## config.mk

```make
export PLATFORM = sky130hd
export DESIGN_NAME = output_collector
export DESIGN_NICKNAME = d
export VERILOG_FILES = /design/src/rtl/output_collector.sv
export SDC_FILE = /design/constraint.sdc
export NUM_CORES = 1
export LEC_CHECK = 0
export BUFFER_PORTS_ARGS = -buffer_cell sky130_fd_sc_hd__buf_2
export CAP_MARGIN = 0
export CORE_ASPECT_RATIO = 1.4
export CORE_MARGIN = 4
export CORE_UTILIZATION = 50
export CTS_CLUSTER_DIAMETER = 100
export CTS_CLUSTER_SIZE = 16
export DETAILED_ROUTE_END_ITERATION = 12
export PLACE_DENSITY_LB_ADDON = 0.1
export SLEW_MARGIN = 20
export SYNTH_ARGS = -nofsm -noshare
export SYNTH_HDL_FRONTEND = slang
export SYNTH_SLANG_ARGS = --single-unit
```

## constraint.sdc

```tcl
create_clock -name clk -period 2.2 [get_ports clk]
set_input_delay 0.44 -clock clk [delete_from_list [all_inputs] [get_ports clk]]
set_output_delay 0.44 -clock clk [all_outputs]
set_load 0.01 [all_outputs]
```

## src/rtl/output_collector.sv

```systemverilog
// -----------------------------------------------------------------------------
// output_collector
//
// Receiver end of the 2x2 systolic-array data path. Each column of the array
// delivers its two results serially (row 1 first); column 2 trails column 1 by
// one cycle because of the input skew. This block reassembles those beats into
// a parallel 2x2 matrix, holds it, and offers it downstream with valid/ready.
// Any beat arriving with no slot to land in is dropped and flagged.
//
// Ports
//   clk         rising-edge clock
//   reset_n     asynchronous, active-low reset
//   start       one-cycle pulse: clear everything and arm a new collection
//   col1_valid  column 1 beat valid
//   col1_data   column 1 result word (row 1, then row 2)
//   col2_valid  column 2 beat valid
//   col2_data   column 2 result word (row 1, then row 2)
//   out_ready   downstream accepts the matrix
//   c11..c22    assembled result matrix (registered)
//   out_valid   matrix complete and held
//   busy        high while collecting
//   overflow    sticky: a beat was dropped since the last start/reset
// -----------------------------------------------------------------------------
module output_collector #(
  parameter int DATA_W = 32
) (
  input  logic              clk,
  input  logic              reset_n,
  input  logic              start,
  input  logic              col1_valid,
  input  logic [DATA_W-1:0] col1_data,
  input  logic              col2_valid,
  input  logic [DATA_W-1:0] col2_data,
  input  logic              out_ready,
  output logic [DATA_W-1:0] c11,
  output logic [DATA_W-1:0] c12,
  output logic [DATA_W-1:0] c21,
  output logic [DATA_W-1:0] c22,
  output logic              out_valid,
  output logic              busy,
  output logic              overflow
);

  typedef enum logic [1:0] {
    IDLE    = 2'd0,
    COLLECT = 2'd1,
    DONE    = 2'd2
  } state_t;

  localparam logic [1:0] CNT_FULL = 2'd2;

  state_t     state;
  logic [1:0] cnt1;
  logic [1:0] cnt2;

  // A column captures only while it still has a free slot; anything else
  // on that column is a dropped beat.
  logic       cap1;
  logic       cap2;
  logic [1:0] cnt1_nxt;
  logic [1:0] cnt2_nxt;

  always_comb begin
    cap1     = col1_valid && (cnt1 != CNT_FULL);
    cap2     = col2_valid && (cnt2 != CNT_FULL);
    cnt1_nxt = cnt1 + {1'b0, cap1};
    cnt2_nxt = cnt2 + {1'b0, cap2};
  end

  // NOTE: every register here is written with <= so all of them sample the
  // same pre-edge values; blocking assignments would let later statements see
  // already-updated state and reorder the behaviour.
  always_ff @(posedge clk or negedge reset_n) begin
    if (!reset_n) begin
      // NOTE: the matrix registers are reset too -- downstream may sample
      // c11..c22 in IDLE, so they must come out of reset at a known 0.
      state     <= IDLE;
      cnt1      <= 2'd0;
      cnt2      <= 2'd0;
      c11       <= '0;
      c12       <= '0;
      c21       <= '0;
      c22       <= '0;
      out_valid <= 1'b0;
      busy      <= 1'b0;
      overflow  <= 1'b0;
    end else if (start) begin
      // start overrides everything, including a pending out_ready in DONE;
      // beats presented alongside it are ignored entirely.
      state     <= COLLECT;
      cnt1      <= 2'd0;
      cnt2      <= 2'd0;
      c11       <= '0;
      c12       <= '0;
      c21       <= '0;
      c22       <= '0;
      out_valid <= 1'b0;
      busy      <= 1'b1;
      overflow  <= 1'b0;
    end else begin
      unique case (state)
        IDLE: begin
          // Not armed: every beat is a drop. The previous matrix stays put.
          if (col1_valid || col2_valid) overflow <= 1'b1;
        end

        COLLECT: begin
          if (cap1) begin
            if (cnt1 == 2'd0) c11 <= col1_data;
            else              c21 <= col1_data;
          end
          if (cap2) begin
            if (cnt2 == 2'd0) c12 <= col2_data;
            else              c22 <= col2_data;
          end
          cnt1 <= cnt1_nxt;
          cnt2 <= cnt2_nxt;

          if ((col1_valid && !cap1) || (col2_valid && !cap2)) overflow <= 1'b1;

          // Completion looks at the post-capture counts so out_valid rises on
          // the same edge that lands the last word.
          if (cnt1_nxt == CNT_FULL && cnt2_nxt == CNT_FULL) begin
            state     <= DONE;
            out_valid <= 1'b1;
            busy      <= 1'b0;
          end
        end

        DONE: begin
          if (col1_valid || col2_valid) overflow <= 1'b1;
          if (out_ready) begin
            state     <= IDLE;
            out_valid <= 1'b0;
          end
        end

        default: begin
          state     <= IDLE;
          out_valid <= 1'b0;
          busy      <= 1'b0;
        end
      endcase
    end
  end

endmodule

```

# Yosys cells after proc, flatten, opt, wreduce, memory -nomap -nowiden
# Cells that the tools add are included.
# word_totals
register_bits,137
inputBits,70
# classes
addsub,2
n_eq_ne,14
n_mux,35
n_reduce_logical,26
# ops
operator,n
$mux 32,16
$reduce_and 3->1,6
$mux 2,7
$ne 2x2->1 const B,5
$reduce_bool 2->1,5
$ne 3x3->1 const B,3
$mux 1,8
$eq 2x2->1 const B,3
$logic_not 2->1,3
$pmux 2 s3,1
$logic_and 1x1->1,5
$add 2x1->2,2
$pmux 1 s2,2
$ne 3x1->1 const B,1
$pmux 1 s3,1
$reduce_bool 3->1,1
$eq 2x1->1 const B,1
$logic_not 1->1,2
$logic_or 1x1->1,2
$ne 2x1->1 const B,1
$reduce_and 2->1,1
$reduce_or 2->1,1

# Longest topological paths before layout
# logic_depth
depth_word,8
ltp_mapped,6

# Worst setup path after synthesis
# Ideal clock, no wire load.
# synth_timing
path_kind,flip-flop to flip-flop
startpoint,register cnt1[0]
endpoint,register busy
setup_ns,0.121
t_arrival_ns,1.376
required_ns,2.079
setup_slack_ns,0.703
stages_incl_launch_ff,7
path_buffers,0
synth_period_minus_slack_ns,1.497
cell_sequence,dfrtp_1 inv_1 a21boi_0 ha_1 nor3_1 nand3_1 o22a_1
# synth_between
elab_chain_len,7
# synth_rtl
element,line_no,text
"start, declared",53,logic [1:0] cnt1;
"start signal, assigned",116,cnt1 <= cnt1_nxt;
$ne 2x2->1,64,cap1 = col1_valid && (cnt1 != CNT_FULL);
$logic_and 1x1->1,64,
$add 2x1->2 *,66,"cnt1_nxt = cnt1 + {1'b0, cap1};"
$eq 2x2->1 *,123,if (cnt1_nxt == CNT_FULL && cnt2_nxt == CNT_FULL) begin
$logic_and 1x1->1 *,123,
$ne 3x3->1 (no line) *,--,
$reduce_and 2->1 (no line) *,--,
"end signal, assigned",98,busy <= 1'b1;
"end signal, assigned",126,busy <= 1'b0;
"end signal, assigned",141,busy <= 1'b0;
"end, declared",40,"output logic busy,"
# Every way passes the cells marked *; elsewhere a longest branch is shown, timed or not.
# A chain may end at the register's enable or synchronous reset.

==> reports/metrics.csv <==
stage;metric;value;unit
global_route;grt ovf;0;
synth;post-synthesis mux area share;0.106;
cells_and_area;filler instances;997;
timing;worst slew pin tran;0.507;ns
synth;Mean Syn Cell Area;10.3;um2
clock_tree;number of buffers added for setup after CTS;0;
synth;Synth Net Count;675;
timing;fmax;578;MHz
detailed_routing;Routed WL;15.3;mm
critical_path;CP Launch Point;out_valid;
synth;Syn Std Cell Area;0.00621;mm2
global_route;vias in the first global route;4943;
hold_path;Hold Path Stages;3;
power_and_ir_drop;sequential power share;0.406;
global_route;total routing usage reported by global routing;0.218;
synth;Synth top area share;0.548;
outcome;status;finished clean;
power_and_ir_drop;Max VDD drop;0.000535;V
critical_path;Worst Reg-to-Reg Cells;4;
timing;Slew Limit Fails;0;
detailed_routing;Routed WL per cell;16.0;um
floorplan;die width;102;um
hold_path;Min-Delay Path Class;input port to flip-flop;
synth;largest cells by area after synthesis;dfrtp_1, nand2b_1, mux2i_1, nand2_1, a21oi_1;
timing;final setup vio count;0;
detailed_routing;TritonRoute pass-1 iters;5;
cells_and_area;most common cell after layout, fill and taps aside;buf_2;
clock_tree;clock transition at the registers of the reported paths;0.06;ns
critical_path;CP Capture Type;flip-flop;
floorplan;boundary pin count;201;
global_route;initial antenna violation count;1;
synth;largest family of logic cells by synthesized area;simple AND/OR/NAND/NOR gates;
synth;Post-Synth XOR/XNOR Area;0.00564;
timing;RSZ-0062 raised after global routing;no;
synth;sequential-to-total area share from yosys stat;0.548;
critical_path;critical path fanouts, max;24;
timing;total negative slack;0;ns
floorplan;Starting Density;0.518;
synth;Synth Area in Simple Gates;0.237;
power_and_ir_drop;Comb power frac;0.171;
critical_path;CP Class;flip-flop to flip-flop;
floorplan;DIE HEIGHT;140;um
detailed_routing;Routed Antenna Nets;0;
clock_tree;Worst-Skew Late Latency;0.41;ns
clock_tree;CTS max path bufs;2;
floorplan;die area;0.0143;mm2
hold_path;hold path start;col1_data[12];
cells_and_area;Layout area overhead;28.4;%
clock_tree;Inserted Clock Buffers;17;
power_and_ir_drop;Net Sw Power;0.00189;W
cells_and_area;most frequent cells in the layout;buf_2, dfrtp_1, nand2_1, nand2b_1, mux2i_1;
clock_tree;root buf cell;clkbuf_16;
synth;adder-cell share of the synthesized area;0.00403;
power_and_ir_drop;Leakage;4.08;nW
timing;minimum clock period;1.73;ns
placed_design;Placed Cells;924;
cells_and_area;fin cells;958;
power_and_ir_drop;Switching Fraction;0.268;
critical_path;Req. time, crit path;2.52;ns
critical_path;startpoint types;flip-flop;
clock_tree;H-tree levels;4;
synth;synth unique cells;28;
critical_path;critical path arrival;2.05;ns
cells_and_area;layout cells sized above 1;0.312;
run;Max-Cap Viols;0;
placed_design;GPL Wtd Cong;0.758;
detailed_routing;vias;4927;
placed_design;I/O Buffers;200;
power_and_ir_drop;Pwr Density;884;mW/mm2
timing;Final Hold Vio Count;0;
detailed_routing;DR vias/cell;5.14;
floorplan;core area;0.0120;mm2
clock_tree;CTS tree;done;
global_route;pin count of the biggest net entering global routing;91;
synth;Synth Area in Compound Gates;0.0586;
floorplan;FP Rows;47;
timing;period utilisation layout;0.787;
global_route;first-pass GRT wire length;24.9;mm
synth;post-synth top area cell;dfrtp_1;
cells_and_area;NumNets Final;869;
power_and_ir_drop;clock power share;0.423;
synth;Synth Instances;603;
timing;Worst Skew;0.00597;ns
clock_tree;CTS sink cnt;136;
critical_path;FF-to-FF Start;out_valid;
detailed_routing;# DRC;0;
timing;relative slew slack;0.662;
synth;warnings from Yosys;0;
power_and_ir_drop;Pint;0.00516;W
detailed_routing;first-iteration detailed-routing DRC count;142;
placed_design;DP HPWL;10.8;mm
synth;FF+latch count, synth;136;
per-layer routing:
layer  part of all wire  up-vias  wire, um  track usage
li1                   -     2343         -            -
met1               0.39     2392      5930        0.267
met2               0.52      163      8030        0.367
met3              0.067       29      1030       0.0556
met4              0.024        0       362       0.0822
met5                  0        -         0            0
layout make-up:
| cell class | instances | area, um2 | area share |
|---|---|---|---|
| tap | 147 | 184 | 0.0231 |
| clock inverter | 13 | 178 | 0.0223 |
| clock buffer | 19 | 443 | 0.0556 |
| timing repair buffer | 219 | 1190 | 0.150 |
| multi-input combinational | 420 | 2560 | 0.321 |
| inverter | 3 | 11.3 | 0.00141 |
| sequential | 136 | 3400 | 0.427 |
| antenna | 1 | 2.50 | 0.000314 |
worst paths after layout:
kind / slack, ns / end
worst max-delay path: 0.47 / c11[12]
worst min-delay path: 0.28 / c21[12]
worst max register to register: 0.47 / c11[12]
worst min register to register: 0.52 / c21[21]
max in group asynchronous: 1.03 / c21[9]
min in group asynchronous: 0.55 / c12[23]
state kept, by name (all words and copies together) (netlist names):
signal,flops
state,1
overflow,1
cnt1,2
c21,32
cnt2,2
c22,32
out_valid,1
busy,1
c11,32
c12,32
Yosys cell counts:
| cell type | count |
|---|---|
| nor4bb_1 | 2 |
| nor4_1 | 2 |
| a21oi_1 | 64 |
| nand2b_1 | 128 |
| o21ai_0 | 1 |
| nand3_1 | 1 |
| inv_1 | 3 |
| dfrtp_1 | 136 |
| mux2i_1 | 66 |
| buf_2 | 13 |
| buf_4 | 3 |
| ha_1 | 2 |
| nor2_1 | 4 |
| buf_6 | 6 |
| nor4b_4 | 2 |
| o21a_1 | 1 |
| clkbuf_1 | 22 |
| a21boi_0 | 3 |
| or4b_2 | 1 |
| nand2b_4 | 1 |
| nand3b_1 | 2 |
| nand4b_1 | 2 |
| nor3_1 | 2 |
| o22a_1 | 1 |
| nor2b_1 | 1 |
| xor2_1 | 4 |
| and4b_1 | 2 |
| nand2_1 | 128 |
critical path, cell delays in order (launching register included):
cell	delay [ns]
dfrtp_1	0.48
nand2b_4	0.22
nor4b_4	0.28
buf_4	0.41
mux2i_1	0.25
power by group through the flow:
stage / registers [W] / logic, W / clock network, W
6_report: 0.00286 / 0.00121 / 0.00298
5_1_grt: 0.00289 / 0.00133 / 0.00314
3_5_place_dp: 0.00290 / 0.00123 / 0
4_1_cts: 0.00286 / 0.00123 / 0.00304
2_1_floorplan: 0.00299 / 0.000634 / 0
3_3_place_gp: 0.00289 / 0.00120 / 0
logic make-up after synthesis:
logic type,Yosys count
fa+ha+maj,2
buf+inv,47
flops,136
mux,66
xor+xnor,4
compound gates,70
simple gates,278
through the flow:
stage                     power (W)  worst slack, ns   util  instance area [um2]  hold slack (ns)
after floorplan             0.00363            0.703      -                 6210            0.144
after global placement      0.00409            0.531  0.612                 7340            0.428
after detailed placement    0.00413            0.461  0.612                 7340            0.426
after CTS                   0.00713            0.467  0.664                 7970            0.263
after global routing        0.00736            0.348  0.665                 7970            0.274
final                       0.00705            0.469  0.665                 7970            0.278
what timing repair did:
item | 4_1_cts | 5_1_grt
hold endpoints to repair | 10 | 0
gates resized for setup | 0 | 0
hold buffers | 1 | 0
(Power assumes the default switching activity.)
